==> config.mk <==
export PLATFORM = sky130hd
export DESIGN_NAME = alu_serial
export DESIGN_NICKNAME = d
export VERILOG_FILES = /design/src/rtl/alu_serial_pkg.sv /design/src/rtl/alu_serial_alu1.sv /design/src/rtl/alu_serial.sv
export SDC_FILE = /design/constraint.sdc
export NUM_CORES = 1
export LEC_CHECK = 0
export CORE_ASPECT_RATIO = 1.75
export CORE_UTILIZATION = 34
export DETAILED_ROUTE_END_ITERATION = 12
export SYNTH_ARGS = -nofsm -noshare
export SYNTH_HDL_FRONTEND = slang
export SYNTH_SLANG_ARGS = --single-unit
==> constraint.sdc <==
create_clock -name clock -period 5.9 [get_ports clock]
set_input_delay 1.77 -clock clock [delete_from_list [all_inputs] [get_ports clock]]
set_output_delay 1.77 -clock clock [all_outputs]
set_load 0.005 [all_outputs]
==> src/rtl/alu_serial_pkg.sv <==
// Shared definitions for the bit-serial ALU: op codes, FSM states and
// a small helper that classifies arithmetic ops.
package alu_serial_pkg;

  // Op encoding shared by the 1-bit slice and the serial wrapper.
  // Codes 0 and 1 are illegal and produce an all-zero result.
  localparam logic [2:0] ALU_ADD = 3'd2;
  localparam logic [2:0] ALU_SUB = 3'd3;
  localparam logic [2:0] ALU_AND = 3'd4;
  localparam logic [2:0] ALU_OR  = 3'd5;
  localparam logic [2:0] ALU_NOR = 3'd6;
  localparam logic [2:0] ALU_XOR = 3'd7;

  // Sequencer states: waiting for operands, shifting bits, holding result.
  typedef enum logic [1:0] {
    IDLE = 2'd0,
    RUN  = 2'd1,
    DONE = 2'd2
  } state_e;

  // Only ADD and SUB use the carry chain, so only they report carry/overflow.
  function automatic logic isArith(input logic [2:0] op);
    return (op == ALU_ADD) || (op == ALU_SUB);
  endfunction

endpackage

==> src/rtl/alu_serial_alu1.sv <==
// Single-bit ALU slice. Purely combinational; the serial wrapper owns the
// carry register and feeds one operand bit pair per cycle.
module alu1
  import alu_serial_pkg::*;
(
  output logic       out,
  output logic       carryout,
  input  logic       A,
  input  logic       B,
  input  logic       carryin,
  input  logic [2:0] control
);

  logic bEff;

  // Full adder for ADD/SUB (SUB inverts B, the caller seeds carry=1),
  // plain bitwise logic otherwise; illegal ops yield zero with no carry.
  always_comb begin
    bEff     = (control == ALU_SUB) ? ~B : B;
    out      = 1'b0;
    carryout = 1'b0;
    case (control)
      ALU_ADD, ALU_SUB: begin
        out      = A ^ bEff ^ carryin;
        carryout = (A & bEff) | (carryin & (A ^ bEff));
      end
      ALU_AND: out = A & B;
      ALU_OR:  out = A | B;
      ALU_NOR: out = ~(A | B);
      ALU_XOR: out = A ^ B;
      default: begin
        out      = 1'b0;
        carryout = 1'b0;
      end
    endcase
  end

endmodule

==> src/rtl/alu_serial.sv <==
// Bit-serial WIDTH-bit ALU. Operands are accepted over a valid/ready
// handshake, processed LSB first through one alu1 slice with a registered
// carry, and the result plus flags are offered over a second handshake.
module alu_serial
  import alu_serial_pkg::*;
#(
  parameter int WIDTH = 32
) (
  input  logic             clock,
  input  logic             reset,
  input  logic             in_valid,
  output logic             in_ready,
  input  logic [WIDTH-1:0] A,
  input  logic [WIDTH-1:0] B,
  input  logic [2:0]       control,
  output logic             out_valid,
  input  logic             out_ready,
  output logic [WIDTH-1:0] out,
  output logic             carryout,
  output logic             overflow,
  output logic             zero,
  output logic             negative
);

  localparam int IDXW = $clog2(WIDTH);
  localparam logic [IDXW-1:0] LAST_IDX = IDXW'(WIDTH - 1);
  localparam logic [IDXW-1:0] IDX_ONE  = IDXW'(1);

  state_e           state_q, state_d;
  logic [WIDTH-1:0] opA_q, opB_q;
  logic [2:0]       ctrl_q;
  logic [IDXW-1:0]  idx_q;
  logic             carry_q;
  logic [WIDTH-1:0] result_q;
  logic             carryFlag_q, overflowFlag_q, zeroFlag_q, negFlag_q;

  logic             accept;
  logic             lastBit;
  logic             sliceOut, sliceCarry;
  logic [WIDTH-1:0] resultNext;

  // The one and only bit slice; it sees the current bit pair and carry.
  alu1 u_slice (
    .out      (sliceOut),
    .carryout (sliceCarry),
    .A        (opA_q[idx_q]),
    .B        (opB_q[idx_q]),
    .carryin  (carry_q),
    .control  (ctrl_q)
  );

  // Sequencer state register.
  always_ff @(posedge clock or negedge reset) begin
    if (!reset) state_q <= IDLE;
    else        state_q <= state_d;
  end

  // Next state and handshake outputs; accept and finish strobes fall out here too.
  always_comb begin
    state_d   = state_q;
    in_ready  = 1'b0;
    out_valid = 1'b0;
    accept    = 1'b0;
    lastBit   = 1'b0;
    case (state_q)
      IDLE: begin
        in_ready = 1'b1;
        if (in_valid) begin
          accept  = 1'b1;
          state_d = RUN;
        end
      end
      RUN: begin
        if (idx_q == LAST_IDX) begin
          lastBit = 1'b1;
          state_d = DONE;
        end
      end
      DONE: begin
        out_valid = 1'b1;
        if (out_ready) state_d = IDLE;
      end
      default: state_d = IDLE;
    endcase
  end

  // Result with the current slice bit merged in, so flags see the final word.
  always_comb begin
    resultNext        = result_q;
    resultNext[idx_q] = sliceOut;
  end

  // Operand latch, bit index, carry chain and result shift-in.
  always_ff @(posedge clock or negedge reset) begin
    if (!reset) begin
      opA_q    <= '0;
      opB_q    <= '0;
      ctrl_q   <= '0;
      idx_q    <= '0;
      carry_q  <= 1'b0;
      result_q <= '0;
    end else if (accept) begin
      opA_q   <= A;
      opB_q   <= B;
      ctrl_q  <= control;
      idx_q   <= '0;
      carry_q <= (control == ALU_SUB);
    end else if (state_q == RUN) begin
      result_q <= resultNext;
      carry_q  <= sliceCarry;
      idx_q    <= lastBit ? '0 : idx_q + IDX_ONE;
    end
  end

  // Flags are captured once, on the final bit; the carry register still
  // holds the carry into the MSB at that moment, which gives overflow.
  always_ff @(posedge clock or negedge reset) begin
    if (!reset) begin
      carryFlag_q    <= 1'b0;
      overflowFlag_q <= 1'b0;
      zeroFlag_q     <= 1'b0;
      negFlag_q      <= 1'b0;
    end else if (lastBit) begin
      if (isArith(ctrl_q)) begin
        carryFlag_q    <= sliceCarry;
        overflowFlag_q <= carry_q ^ sliceCarry;
      end else begin
        carryFlag_q    <= 1'b0;
        overflowFlag_q <= 1'b0;
      end
      zeroFlag_q <= (resultNext == '0);
      negFlag_q  <= resultNext[WIDTH-1];
    end
  end

  assign out      = result_q;
  assign carryout = carryFlag_q;
  assign overflow = overflowFlag_q;
  assign zero     = zeroFlag_q;
  assign negative = negFlag_q;

endmodule

# Word level (Yosys, flattened, before mapping)
# Index checks and enable logic that the tools add are counted.
# W data, S select, Z words.
[totals]
reg_bits = 111
input_bits = 71
out_inout_bits = 38
word_cells = 74
[op_classes]
add_sub_neg = 1
order_cmp = 2
eq_ne = 13
muxes = 27
bitwise_logic = 12
reduce_logical = 8
[ops]
columns = ["cell", "n"]
rows = [
  ["$bwmux W32", 1],
  ["$logic_not A32 Y1", 1],
  ["$mux W1", 15],
  ["$mux W5", 3],
  ["$eq A3 B3 Y1 const B", 4],
  ["$bmux W1 S5", 2],
  ["$eq A3 B2 Y1 const B", 3],
  ["$lt A5 B6 Y1 const B", 1],
  ["$mux W2", 3],
  ["$ne A2 B2 Y1 const B", 3],
  ["$pmux W2 S3", 1],
  ["$add A5 B1 Y5 const B", 1],
  ["$demux W1 S5", 1],
  ["$eq A5 B5 Y1 const B", 1],
  ["$ge A5 B1 Y1 const B", 1],
  ["$pmux W1 S5", 1],
  ["$xor A1 B1 Y1", 4],
  ["$and A1 B1 Y1", 3],
  ["$not A1 Y1", 3],
  ["$reduce_and A3 Y1", 1],
  ["$eq A2 B1 Y1 const B", 1],
  ["$eq A2 B2 Y1 const B", 1],
  ["$logic_not A2 Y1", 1],
  ["$or A1 B1 Y1", 2],
  ["5 further kinds", 5],
]

# Depth between registers and ports, before layout
[logic_depth]
ltp_word = 10
depth_mapped = 13
mapped_depth_nobuf = 10

# Hierarchy
# Synthesis repeated with hierarchy kept, for this count alone.
[hier_totals]
hier_cells = 485
hier_area_um2 = 5725.5
[modules_own_cells]
columns = ["module", "n_inst", "cells_per_inst", "area_per_inst_um2", "seq_area_each_um2"]
rows = [
  ["alu_serial", 1, 469, 5605.4, 2777.7],
  ["alu1", 1, 16, 120.1, 0.0],
]

# Worst setup path after synthesis
# No wires, ideal clock.
[synth_timing]
kind = "register to register"
start = "reg idx_q[0]"
end = "reg result_q[28] (netlist: out[28])"
setup_ns = 0.125
arrival_ns = 3.787
required_time_ns = 5.775
slack_ns = 1.989
path_stages_with_launch = 13
n_path_buf = 3
synth_period_minus_slack_ns = 3.911
cell_sequence = "dfrtp_1 > buf_1 > buf_2 > mux4_2 > mux4_2 > mux2i_1 > inv_1 > ha_1 > nor2b_1 > a211o_1 > a32o_1 > clkbuf_1 > mux2_2"
[synth_via]
elab_chain_cells = 8
elab_cells_between_ends = 19
cone_classes = "2 x order compare; 9 x mux; 7 x bitwise; 1 x reduce/logical"
[synth_lines]
columns = ["item", "line_no", "rtl"]
rows = [
  ["start, declared", "alu_serial.sv:32", "logic [IDXW-1:0] idx_q;"],
  ["start signal, assigned", "alu_serial.sv:111", "idx_q <= lastBit ? '0 : idx_q + IDX_ONE;"],
  ["$bmux W1 S5", "alu_serial.sv:47", ".B (opB_q[idx_q]),"],
  ["$mux W1 (implied by the code)", "alu_serial.sv:47", ""],
  ["$not A1 Y1", "alu_serial_alu1.sv:19", "bEff = (control == ALU_SUB) ? ~B : B;"],
  ["$mux W1", "alu_serial_alu1.sv:19", ""],
  ["$xor A1 B1 Y1 (2 in a row)", "alu_serial_alu1.sv:24", "out = A ^ bEff ^ carryin;"],
  ["$pmux W1 S5", "alu_serial_alu1.sv:22", "case (control)"],
  ["$bwmux W32 *", "alu_serial.sv:90", "resultNext[idx_q] = sliceOut;"],
  ["end signal, assigned", "alu_serial.sv:109", "result_q <= resultNext;"],
  ["end, declared", "alu_serial.sv:34", "logic [WIDTH-1:0] result_q;"],
]
# Every way passes the cells marked *; elsewhere a longest branch is shown, timed or not. The select of a mux whose other input is x is not followed.
# A chain may end at the register's enable or synchronous reset.

# Worst setup path after layout
[layout_timing]
start = "reg idx_q[0]"
end = "reg zeroFlag_q (netlist: zero)"
[layout_via]
elab_chain_cells = 9
elab_cells_between_ends = 23
cone_classes = "2 x order compare; 1 x eq/ne; 11 x mux; 7 x bitwise; 2 x reduce/logical"
[layout_lines]
columns = ["item", "line_no", "rtl"]
rows = [
  ["$bmux W1 S5", "alu_serial.sv:47", ""],
  ["$mux W1 (implied by the code)", "alu_serial.sv:47", ""],
  ["$not A1 Y1", "alu_serial_alu1.sv:19", ""],
  ["$mux W1", "alu_serial_alu1.sv:19", ""],
  ["$xor A1 B1 Y1 (2 in a row)", "alu_serial_alu1.sv:24", ""],
  ["$pmux W1 S5", "alu_serial_alu1.sv:22", ""],
  ["$bwmux W32", "alu_serial.sv:90", ""],
  ["$logic_not A32 Y1", "alu_serial.sv:131", "zeroFlag_q <= (resultNext == '0);"],
  ["end signal, assigned", "alu_serial.sv:131", ""],
  ["end, declared", "alu_serial.sv:35", "logic carryFlag_q, overflowFlag_q, zeroFlag_q, negFlag_q;"],
]
# Parallel ways exist; a longest one is shown, timed or not. The select of a mux whose other input is x is not followed.

==> impl_results.md <==
* Status: completed
* Worst hold slack at 0.495 ns
* Die area at 17100 um2
* Clk_lat worst skew at 0.35 ns
* Period utilisation layout at 0.754
* Critical Path Source Type: register
* Post-route DRC at 0
* Final setup fails at 0
* Clock Skew at 0.00838 ns
* Synth cell types at 51
* Post-route ant nets at 0
* CP Max Fanout at 34
* # rows at 62
* Sequential-to-total area share from yosys stat at 0.492
* DIE HEIGHT at 172 um
* HP Start: negative
* Final Hold Fails at 0
* Cell area after synthesis at 5650 um2
* Finished Cell Area at 7180 um2
* Hold EP: negative
* Die Wd at 99.4 um
* Root Driver: clkbuf_16
* Mapped Cells at 463
* Worst path max stage delay at 1.01 ns
* Remaining Overflow, GRT at 0
* Post_cts resized at 0
* Static Leak at 2.93 nW
* Final net count at 637
* Min-delay worst type: register to register
* Seq cells post-synth at 111
* Slew Limit Headroom at 0.198
* Yosys Warn Count at 0
* RSZ-0062 raised after global routing: false
* Cts hold-fix bufs at 0
* Post-Route Utilization at 0.441
* Max Cap Viol at 0
* Fillers at 1475
* Synth async-reset ratio at 1.00
* Clock Path Buffers at 2
* I/O Buffers at 108
* DRT Wirelength at 14400 um
* PD cells at 533 nW/um2
* Most frequent cells in the layout: dfrtp_1, clkdlybuf4s50_1, mux2_2, nor2_1, nand2_1
* Commonest non-fill, non-tap cell in the layout: dfrtp_1
* Post-CTS setup buffer count at 0
* Syn nets at 542
* Boundary pin count at 109
* CTS tree: built
* Setup TNS at 0 ns
* Initial Util at 0.347
* Synth Flop Type: dfrtp_1
* First-pass GRT wire length at 23100 um
* Clock-pin transition on the worst setup and hold timing paths at 0.08 ns
* Final HPWL DP at 10700 um
* TritonCTS Buffers at 9
* Total GRT Usage at 0.177
* Vias in the first global route at 4347
* Worst r2r src: idx_q[0]
* Fin crit period at 4.45 ns
* H-tree Lvls at 3
* RD Place Congestion at 0.821
* Vias per cell at 5.36
* Ant diodes at 0
* Wire per inst at 19.1 um
* R2r endpoint: zero
* Layout cells sized above 1 at 0.258
* Worst Path Required at 6.13 ns
* Hold depth at 2
* Initial antenna violation count at 0
* R2R Setup Slk at 1.45 ns
* Crit path launch: idx_q[0]
* Clk sinks at 111
* Worst vdd rail ir drop at 0.199 mV
* Kind of critical path: register to register
* Worst-Margin Slew at 1.20 ns
* Largest net degree at the start of global routing at 81
* Reg2Reg Depth at 8
* Pwr Total at 3.83 mW
* Drt pass-1 iters at 4
* Max Freq at 0.225 GHz
* Number of synthesized flops with an enable pin at 0
* Slew Viols, Final at 0
* Area of the core at 16300 um2
* Crit-path slowest cell: dfrtp_1
* Critical-path cell list: mux4_2, mux4_2, mux2i_1, xor2_1, fa_1, a32o_1, o31a_1, o41ai_2
* Worst path arrival time at 4.68 ns
* Via count at 4050
* DR iter-0 viols at 155
* Worst path most repeated cell: mux4_2
* Layout area overhead at 27.1%
* Placed inst area at 6890 um2
* Synthesized area per cell at 12.2 um2
* Worst setup EP type: register
[per-stage QoR]
step           cells  setup WS, ns
2_1_floorplan    463          1.99
3_3_place_gp     739          1.56
6_report         755          1.45
3_5_place_dp     739          1.37
4_1_cts          755          1.34
5_1_grt          755          1.12
[worst max path at each step]
| stage | endpoint | slack (ns) |
|---|---|---|
| final | zero | 1.45 |
| after global placement | zero | 1.56 |
| after CTS | zero | 1.34 |
| after detailed placement | zero | 1.37 |
| after floorplan | out[28] | 1.99 |
| after global routing | negative | 1.12 |
[where the power goes]
group	switching [mW]	internal, mW	leakage, nW
Sequential	0.330	1.10	1.37
Clock	0.307	0.300	0.142
Combinational	0.796	0.992	1.41
[routing by layer]
layer  vias up  part of all wire  GRT usage  routed length (um)
li1       1875                 -          -                   -
met1      2029              0.37      0.199                5360
met2       112              0.56      0.324                8020
met3        34             0.028     0.0206                 410
met4         0             0.042     0.0972                 600
met5         -                 0          0                   0
[Yosys cell counts (all sizes together) (4+ instances only)]
library cell    n  area [um2]
nor2b           7        43.8
nor2           49         184
mux2i           6        60.1
clkbuf         25        93.8
a31oi           5        31.3
buf             6        32.5
nand3           4        20.0
mux2           98        1110
nand2          24        90.1
a21oi          12        60.1
o22ai           5        31.3
nor3            6        30.0
mux4           20         450
inv            12        45.0
o21ai          15        75.1
dfrtp         111        2780
ha              7        87.6
nand2b          8        50.1
[flip-flops by register name (all words and copies together) (netlist names)]
name	count
carry_q	1
overflow	1
zero	1
opB_q	32
state_q	2
negative	1
carryout	1
ctrl_q	3
idx_q	5
opA_q	32
out	32
[critical path: cells and delay by family (launching register included)]
kind | cells | cell delay [ns]
multiplexers | 3 | 1.40
AO/OA/AOI/OAI | 3 | 1.27
flip-flops | 1 | 1.01
adder cells (fa/ha/maj) | 1 | 0.49
XOR/XNOR | 1 | 0.14
[final cells by class]
| cell class | count | area, um2 | area share |
|---|---|---|---|
| clock buffers | 10 | 229 | 0.0319 |
| clock inverters | 6 | 57.6 | 0.00802 |
| inverters | 12 | 45.0 | 0.00628 |
| multi-input cells | 309 | 2700 | 0.376 |
| flip-flops and latches | 111 | 2780 | 0.387 |
| well taps | 192 | 240 | 0.0335 |
| repair buffers | 115 | 1130 | 0.158 |
[kinds of logic (layout without fill, tap and decap cells)]
family / count (synthesis) / in the layout / share of synthesized area
flip-flops: 111 / 111 / 0.492
adder cells (fa/ha/maj): 8 / 8 / 0.0191
buffers and inverters: 43 / 143 / 0.0304
XOR/XNOR: 2 / 2 / 0.00310
AO/OA/AOI/OAI: 58 / 58 / 0.0692
multiplexers: 124 / 124 / 0.287
AND/OR/NAND/NOR: 117 / 117 / 0.0997
Note: power is estimated with default switching activity, not from simulation.
